[config.mk]
export PLATFORM = sky130hd
export DESIGN_NAME = axi_lite_req_master
export DESIGN_NICKNAME = d
export VERILOG_FILES = /design/src/rtl/axi_lite_req_master.sv
export SDC_FILE = /design/constraint.sdc
export NUM_CORES = 1
export LEC_CHECK = 0
export ABC_AREA = 1
export CAP_MARGIN = 20
export CORE_ASPECT_RATIO = 0.7
export CORE_UTILIZATION = 34
export DETAILED_ROUTE_END_ITERATION = 6
export PLACE_DENSITY = 0.83
export SYNTH_ARGS = -nofsm -noshare
export SYNTH_HDL_FRONTEND = slang
export SYNTH_SLANG_ARGS = --single-unit
[constraint.sdc]
create_clock -name clk -period 1.7 [get_ports clk]
set_clock_uncertainty 0.2 [all_clocks]
set_input_delay 0.34 -clock clk [delete_from_list [all_inputs] [get_ports clk]]
set_output_delay 0.34 -clock clk [all_outputs]
set_load 0.01 [all_outputs]
[src/rtl/axi_lite_req_master.sv]
// Single-outstanding AXI4 master driven by a simple valid/ready request port.
// Issues one single-beat 32-bit transaction at a time and pulses a response.
package axi_lite_pkg;

    typedef struct packed {
        logic [3:0]  awid;
        logic [31:0] awaddr;
        logic [7:0]  awlen;
        logic [2:0]  awsize;
        logic [1:0]  awburst;
        logic        awlock;
        logic [3:0]  awcache;
        logic [2:0]  awprot;
        logic        awvalid;
        logic [31:0] wdata;
        logic [3:0]  wstrb;
        logic        wlast;
        logic        wvalid;
        logic        bready;
        logic [3:0]  arid;
        logic [31:0] araddr;
        logic [7:0]  arlen;
        logic [2:0]  arsize;
        logic [1:0]  arburst;
        logic        arlock;
        logic [3:0]  arcache;
        logic [2:0]  arprot;
        logic        arvalid;
        logic        rready;
    } s_axi_mosi_t;

    typedef struct packed {
        logic        awready;
        logic        wready;
        logic [3:0]  bid;
        logic [1:0]  bresp;
        logic        bvalid;
        logic        arready;
        logic [3:0]  rid;
        logic [31:0] rdata;
        logic [1:0]  rresp;
        logic        rlast;
        logic        rvalid;
    } s_axi_miso_t;

endpackage

module axi_lite_req_master
    import axi_lite_pkg::*;
#(
    parameter logic [3:0] ID_VAL   = 4'd0,
    parameter logic [2:0] PROT_VAL = 3'b000
) (
    input  logic        clk,
    input  logic        rst,
    input  logic        req_valid,
    output logic        req_ready,
    input  logic        req_we,
    input  logic [31:0] req_addr,
    input  logic [31:0] req_wdata,
    input  logic [3:0]  req_wstrb,
    output logic        resp_valid,
    output logic [31:0] resp_rdata,
    output logic        resp_err,
    output s_axi_mosi_t axi_mosi,
    input  s_axi_miso_t axi_miso
);

    typedef enum logic [2:0] {
        IDLE,
        WR_ADDR_DATA,
        WR_RESP,
        RD_ADDR,
        RD_DATA,
        RESP
    } state_e;

    state_e      state_q, state_d;
    logic [31:0] addr_q, addr_d;
    logic [31:0] wdata_q, wdata_d;
    logic [3:0]  wstrb_q, wstrb_d;
    logic [31:0] rdata_q, rdata_d;
    logic        err_q, err_d;
    logic        aw_done_q, aw_done_d;
    logic        w_done_q, w_done_d;
    logic        aw_hs, w_hs;
    s_axi_mosi_t mosi;

    logic unused_in;
    assign unused_in = ^{axi_miso.bid, axi_miso.rid,
                         axi_miso.bresp[0], axi_miso.rresp[0],
                         req_addr[1:0]};

    // State, latched request and response registers
    always_ff @(posedge clk) begin
        if (rst) begin
            state_q   <= IDLE;
            addr_q    <= '0;
            wdata_q   <= '0;
            wstrb_q   <= '0;
            rdata_q   <= '0;
            err_q     <= 1'b0;
            aw_done_q <= 1'b0;
            w_done_q  <= 1'b0;
        end else begin
            state_q   <= state_d;
            addr_q    <= addr_d;
            wdata_q   <= wdata_d;
            wstrb_q   <= wstrb_d;
            rdata_q   <= rdata_d;
            err_q     <= err_d;
            aw_done_q <= aw_done_d;
            w_done_q  <= w_done_d;
        end
    end

    // Next-state logic and state-decoded AXI outputs
    always_comb begin
        state_d   = state_q;
        addr_d    = addr_q;
        wdata_d   = wdata_q;
        wstrb_d   = wstrb_q;
        rdata_d   = rdata_q;
        err_d     = err_q;
        aw_done_d = aw_done_q;
        w_done_d  = w_done_q;
        aw_hs     = 1'b0;
        w_hs      = 1'b0;

        mosi         = '0;
        mosi.awid    = ID_VAL;
        mosi.awaddr  = addr_q;
        mosi.awsize  = 3'b010;
        mosi.awburst = 2'b01;
        mosi.awprot  = PROT_VAL;
        mosi.wdata   = wdata_q;
        mosi.wstrb   = wstrb_q;
        mosi.arid    = ID_VAL;
        mosi.araddr  = addr_q;
        mosi.arsize  = 3'b010;
        mosi.arburst = 2'b01;
        mosi.arprot  = PROT_VAL;

        unique case (state_q)
            IDLE: begin
                if (req_valid) begin
                    addr_d    = {req_addr[31:2], 2'b00};
                    wdata_d   = req_wdata;
                    wstrb_d   = req_wstrb;
                    rdata_d   = '0;
                    err_d     = 1'b0;
                    aw_done_d = 1'b0;
                    w_done_d  = 1'b0;
                    state_d   = req_we ? WR_ADDR_DATA : RD_ADDR;
                end
            end
            WR_ADDR_DATA: begin
                mosi.awvalid = ~aw_done_q;
                mosi.wvalid  = ~w_done_q;
                mosi.wlast   = ~w_done_q;
                aw_hs = mosi.awvalid & axi_miso.awready;
                w_hs  = mosi.wvalid & axi_miso.wready;
                if (aw_hs) aw_done_d = 1'b1;
                if (w_hs)  w_done_d  = 1'b1;
                if ((aw_done_q | aw_hs) && (w_done_q | w_hs)) begin
                    state_d = WR_RESP;
                end
            end
            WR_RESP: begin
                mosi.bready = 1'b1;
                if (axi_miso.bvalid) begin
                    err_d   = axi_miso.bresp[1];
                    state_d = RESP;
                end
            end
            RD_ADDR: begin
                mosi.arvalid = 1'b1;
                if (axi_miso.arready) state_d = RD_DATA;
            end
            RD_DATA: begin
                mosi.rready = 1'b1;
                if (axi_miso.rvalid) begin
                    rdata_d = axi_miso.rdata;
                    err_d   = axi_miso.rresp[1] | ~axi_miso.rlast;
                    state_d = RESP;
                end
            end
            RESP: begin
                state_d = IDLE;
            end
            default: begin
                state_d = IDLE;
            end
        endcase
    end

    // Everything reads as zero while reset is held
    assign axi_mosi   = rst ? '0 : mosi;
    assign req_ready  = ~rst & (state_q == IDLE);
    assign resp_valid = ~rst & (state_q == RESP);
    assign resp_rdata = rst ? '0 : rdata_q;
    assign resp_err   = ~rst & err_q;

endmodule

==> results.cfg, run 1 <==
[pwr]
vdd_drop_max_mv = 0.725
power_leakage_nw = 4.25
cellPowerDensity_nw_per_um2 = 1330

[hold_path]
min_path_type = in -> reg

[die]
ios = 313
dieArea_um2 = 15400
die_h_um = 104
core_area_um2 = 14200
die_w_um = 148
initial_core_util = 0.355
num_rows = 36

[global_routing]
antenna_found_initial = 0
grt_pass1_wl_um = 22200
track_usage = 0.180
grt_pass1_vias = 4483
grt_max_degree = 71
gr-total-overflow = 0

[layout]
antennaDiodeCount = 0
area_delta_synth_final_pct = 76.1
fillers = 1176
final_core_util = 0.626
num-nets-final = 1111
layout-drive-gt1-share = 0.285
final_area_um2 = 8900

[setup_path]
critical_path_peak_fanout = 7
crit_required_ns = 1.77
endpoint_kind = flip-flop
worstSetupPathType = reg -> reg
worstSetupStartpointType = flip-flop
arrival_ns = 1.93

[timing]
rsz0062_at_grt = true
max_freq_ghz = 0.538
timing.final.crit_share = 1.09
worstMarginPinSlew_ns = 0.654
slew_headroom = 0.564
drv_slew = 0
fin_ws_ns = -0.159
final-setup-viol-count = 87
finalCriticalPeriod_ns = 1.86
finalHoldViolations = 0

[logic_synthesis]
synth_top_cell_area_share = 0.412
ys_seq_elements = 104
yosys_warnings = 0
seq_area_frac_synth = 0.412
synth_edf_count = 0
yosys.cell_types.count = 25
syn_area_per_cell_um2 = 7.06
synth_common_cells = 141 x inv_1, 110 x nor2_1, 104 x dfxtp_1, 94 x o21ai_0, 84 x buf_4
syn_inst = 716
ys_top_cells_by_area = dfxtp_1 41%, buf_4 12%, inv_1 10%
synth.most_common_cell = inv_1
yosysTopAreaCell = dfxtp_1
ys.flop_type = dfxtp_1
syn_area_um2 = 5060
synth_async_sr_flop_share = 0

[clocking]
numCtsBuffers = 9
cts_hold_buf = 0
cts_num_sinks = 104
clock_latency_ns = 0.34
clkSlewWorstSetupHoldPaths_ns = 0.07
cts_max_level = 3
cts_tree = done
clockRootBuffer = clkbuf_16
cts_buffer_depth = 2

[drt]
drtIter0Drc = 202
drt-vias-per-instance = 4.54
drc = 0
routed_wl_um = 18300
firstDrtPassIters = 5
ant_nets = 0
dr_total_vias = 5364
avgRoutedWirePerCell_um = 15.5

[placed_design]
place_area_um2 = 7580
io_buffers = 250
gp_congestion = 0.828
dpl.hpwl_um = 10300

[run_status]
violations = setup timing
status = complete, but fails checks

[flow_run]
drv_cap = 0
[registers in the layout, indices dropped and copies added (netlist names)]
signal	cells
err_q	1
w_done_q	1
addr_q	30
aw_done_q	1
wstrb_q	4
rdata_q	32
state_q	3
wdata_q	32
[final timing paths]
kind         depth (start not counted)     endpoint  slack (ns)       start
max                                  9  rdata_q[22]       -0.16  state_q[1]
min                                  2   state_q[2]        0.06         rst
max reg2reg                          9  rdata_q[22]       -0.16  state_q[1]
min reg2reg                          2   wdata_q[4]        0.25  wdata_q[4]
[layout by cell type, fill, tap and decap left out, drive strengths merged, types with 23 or more instances in the layout]
cell,n
a21oi,69
buf,83
clkbuf,48
clkdlybuf4s15,23
clkdlybuf4s50,108
conb,50
dfxtp,104
dlygate4sd2,83
inv,143
nand2,49
nor2,112
o21ai,100
[layout make-up]
cell class                      count  area (um2)  share of cell area
Tap cell                          190         238              0.0267
Clock buffer                        9         225              0.0253
Clock inverter                      5        82.6             0.00927
Inverter                          142         536              0.0601
Multi-Input combinational cell    396        2360               0.265
Sequential cell                   104        2090               0.235
Timing Repair Buffer              336        3370               0.379
[per-stage QoR]
stage	setup TNS, ns	instances	setup slack [ns]	hold slack (ns)	power (W)
floorplan	-1.25	765	-0.0575	0.230	0.00571
global placement	-50.09	1130	-0.402	0.240	0.00714
detailed placement	-54.63	1130	-0.390	0.246	0.00724
CTS	-1.02	1150	-0.170	0.0867	0.00948
global route	-10.05	1182	-0.212	0.0572	0.0124
finish	-4.79	1182	-0.159	0.0577	0.0119
[power breakdown]
group,internal [W],leakage [nW],switching [W]
clock,0.00128,0.152,0.000930
combinational,0.00309,3.24,0.00329
sequential,0.00305,0.855,0.000204
[repair_timing]
item | CTS | global route
pin swaps | 10 | 21
setup endpoints to repair | 147 | 137
buffers inserted | 5 | 12
gates resized for setup | 191 | 330
cloned | 1 | 20
[critical path, cell delays in order (launching register included)]
cell and delay, ns:
dfxtp_4 0.37, buf_6 0.12, nor2_4 0.15, buf_6 0.15, nand3b_1 0.16, nand3_4 0.20
buf_6 0.14, clkbuf_16 0.16, nand2_2 0.06, o21ai_1 0.08
[cell families (layout without fill, tap and decap cells)]
group	Yosys count	count (layout)	share of synthesized area
compound gates	172	172	0.172
buf+inv	265	492	0.277
flops	104	104	0.412
other cells	1	50	0.000742
simple gates	174	174	0.139
[metal layers]
metal / GRT usage / vias to the layer above / share of wire
met3: 0.0544 / 19 / 0.076
met5: 0 / - / 0
met1: 0.221 / 2547 / 0.43
met4: 0.0427 / 0 / 0.011
li1: - / 2597 / -
met2: 0.305 / 201 / 0.49
Note: power is estimated with default switching activity, not from simulation.
==> run 2, diff against run 1 <==
- PLACE_DENSITY: 0.83 -> default
- PLACE_DENSITY_LB_ADDON: default -> 0.12
==> run 2 against run 1 <==
Effect of this change: the run still ends with setup timing left; flip-flop and latch count did not move; sequential share of layout area shrank 0.34 points; non-clock buffer count is 7 higher; worst hold slack improved by 0.038 ns; routed wire length shrank 9.2%; die area is the same; clock-buffer cell count stayed put; first-iteration DRC count fell by 22%; combinational power is 7.2% higher; core utilization rose by 0.85 points; sequential power about the same; via count is 5.2% lower; critical path type unchanged; largest power group unchanged.
==> results.cfg, run 2 (synthesis gave the netlist of run 1 again) <==
[run_status]
status = complete, but fails checks
violations = setup timing

[setup_path]
cp_slowest_cell = dfxtp_4
r2r_end = rdata_q[4]
cp_slowest_stage_delay_ns = 0.37
critical_path_peak_fanout = 5
crit_buf_inv = 5
arrival_ns = 1.91
crit_chain = buf_6 > nor2_4 > buf_6 > buf_6 > nand3b_1 > nand3_4 > buf_6 > clkbuf_16 > nand2_2 > o21ai_1
ff2ff_setup_slack_ns = -0.17
crit_required_ns = 1.74
r2r_start = state_q[1]
crit_top_cell = buf_6
cp_top_family = buffers and inverters
endpoint_kind = flip-flop
worstSetupStartpointType = flip-flop
rr_worst_depth = 10
worstSetupPathType = reg -> reg

[layout]
layout-drive-gt1-share = 0.323
area_delta_synth_final_pct = 78.5
final_cell_mix = 140 x inv_1, 108 x clkdlybuf4s50_1, 101 x dfxtp_1
antennaDiodeCount = 0
final_core_util = 0.634
final_area_um2 = 9020
layout_commonest_cell = inv_1
fillers = 1320
num-nets-final = 1118
top_regs = rdata_q: 32 flops, wdata_q: 32 flops, addr_q: 30 flops

[drt]
avgRoutedWirePerCell_um = 14.0
dr_total_vias = 5084
drtIter0Drc = 157
ant_nets = 0
firstDrtPassIters = 4
routed_wl_um = 16600
drt-vias-per-instance = 4.27
drc = 0

[clocking]
cts_num_sinks = 104
clock_latency_ns = 0.34
numCtsBuffers = 9
clkSlewWorstSetupHoldPaths_ns = 0.07
cts_tree = done
clockRootBuffer = clkbuf_16
cts_hold_buf = 0
cts_max_level = 3
cts_buffer_depth = 2

[placed_design]
io_buffers = 250
place_area_um2 = 7570
gp_congestion = 0.790
dpl.hpwl_um = 10100

[timing]
drv_slew = 0
slew_headroom = 0.556
final-setup-viol-count = 108
fin_ws_ns = -0.173
timing.final.crit_share = 1.10
max_freq_ghz = 0.534
setup_tns_ns = -6.55
finalHoldViolations = 0
rsz0062_at_grt = true
finalCriticalPeriod_ns = 1.87
worstMarginPinSlew_ns = 0.666

[flow_run]
drv_cap = 0

[die]
core_area_um2 = 14200
ios = 313
num_rows = 36
dieArea_um2 = 15400
die_h_um = 104
die_w_um = 148
initial_core_util = 0.355

[pwr]
power_leakage_nw = 4.23
vdd_drop_max_mv = 0.612
power_w = 0.0121
cellPowerDensity_nw_per_um2 = 1340

[global_routing]
grt_pass1_vias = 4395
gr-total-overflow = 0
grt_max_degree = 46
grt_pass1_wl_um = 22700
track_usage = 0.185
antenna_found_initial = 0

[hold_path]
min_path_type = in -> reg
hold_start = rst
whs_path_depth = 2
whs_endpoint = state_q[2]
==> run 2: routing by layer <==
layer / track usage / wire length, um
met5: 0 / 0
met4: 0.0442 / 132
met3: 0.0654 / 1210
met2: 0.302 / 7820
met1: 0.231 / 7460
==> run 2: how the worst max path moves through the flow <==
stage,end,slack [ns],cells after the start,from
2_1_floorplan,axi_mosi[130],-0.06,5,rst
3_3_place_gp,resp_rdata[10],-0.32,4,rst
3_5_place_dp,axi_mosi[47],-0.33,4,rst
4_1_cts,axi_mosi[60],-0.15,4,state_q[2]
5_1_grt,axi_mosi[0],-0.22,6,state_q[1]
6_report,rdata_q[4],-0.17,10,state_q[1]
==> run 2: stage by stage <==
stage / worst slack [ns] / instances / hold slack [ns]
after global placement: -0.317 / 1128 / 0.241
final: -0.173 / 1191 / 0.0954
after CTS: -0.151 / 1164 / 0.0842
after floorplan: -0.0575 / 765 / 0.230
after detailed placement: -0.331 / 1128 / 0.246
after global routing: -0.222 / 1191 / 0.0865
==> run 2: cell type report <==
class	count	area, um2	area share
flip-flops and latches	104	2090	0.231
inverters	142	538	0.0596
clock buffers	9	225	0.0250
multi-input cells	396	2430	0.270
clock inverters	7	52.6	0.00582
well taps	190	238	0.0263
repair buffers	343	3450	0.382
==> run 2: repair_timing <==
action / in CTS / in global routing
gates cloned: 3 / 18
resized for setup: 208 / 377
pin swaps: 5 / 30
setup buffers: 18 / 12
setup endpoints to repair: 146 / 175
==> run 2: power breakdown <==
| group | switching [W] | internal, W | total [W] |
|---|---|---|---|
| logic | 0.00333 | 0.00353 | 0.00685 |
| registers | 0.000178 | 0.00305 | 0.00323 |
| clock network | 0.000973 | 0.00101 | 0.00198 |
| total | 0.00448 | 0.00758 | 0.0121 |
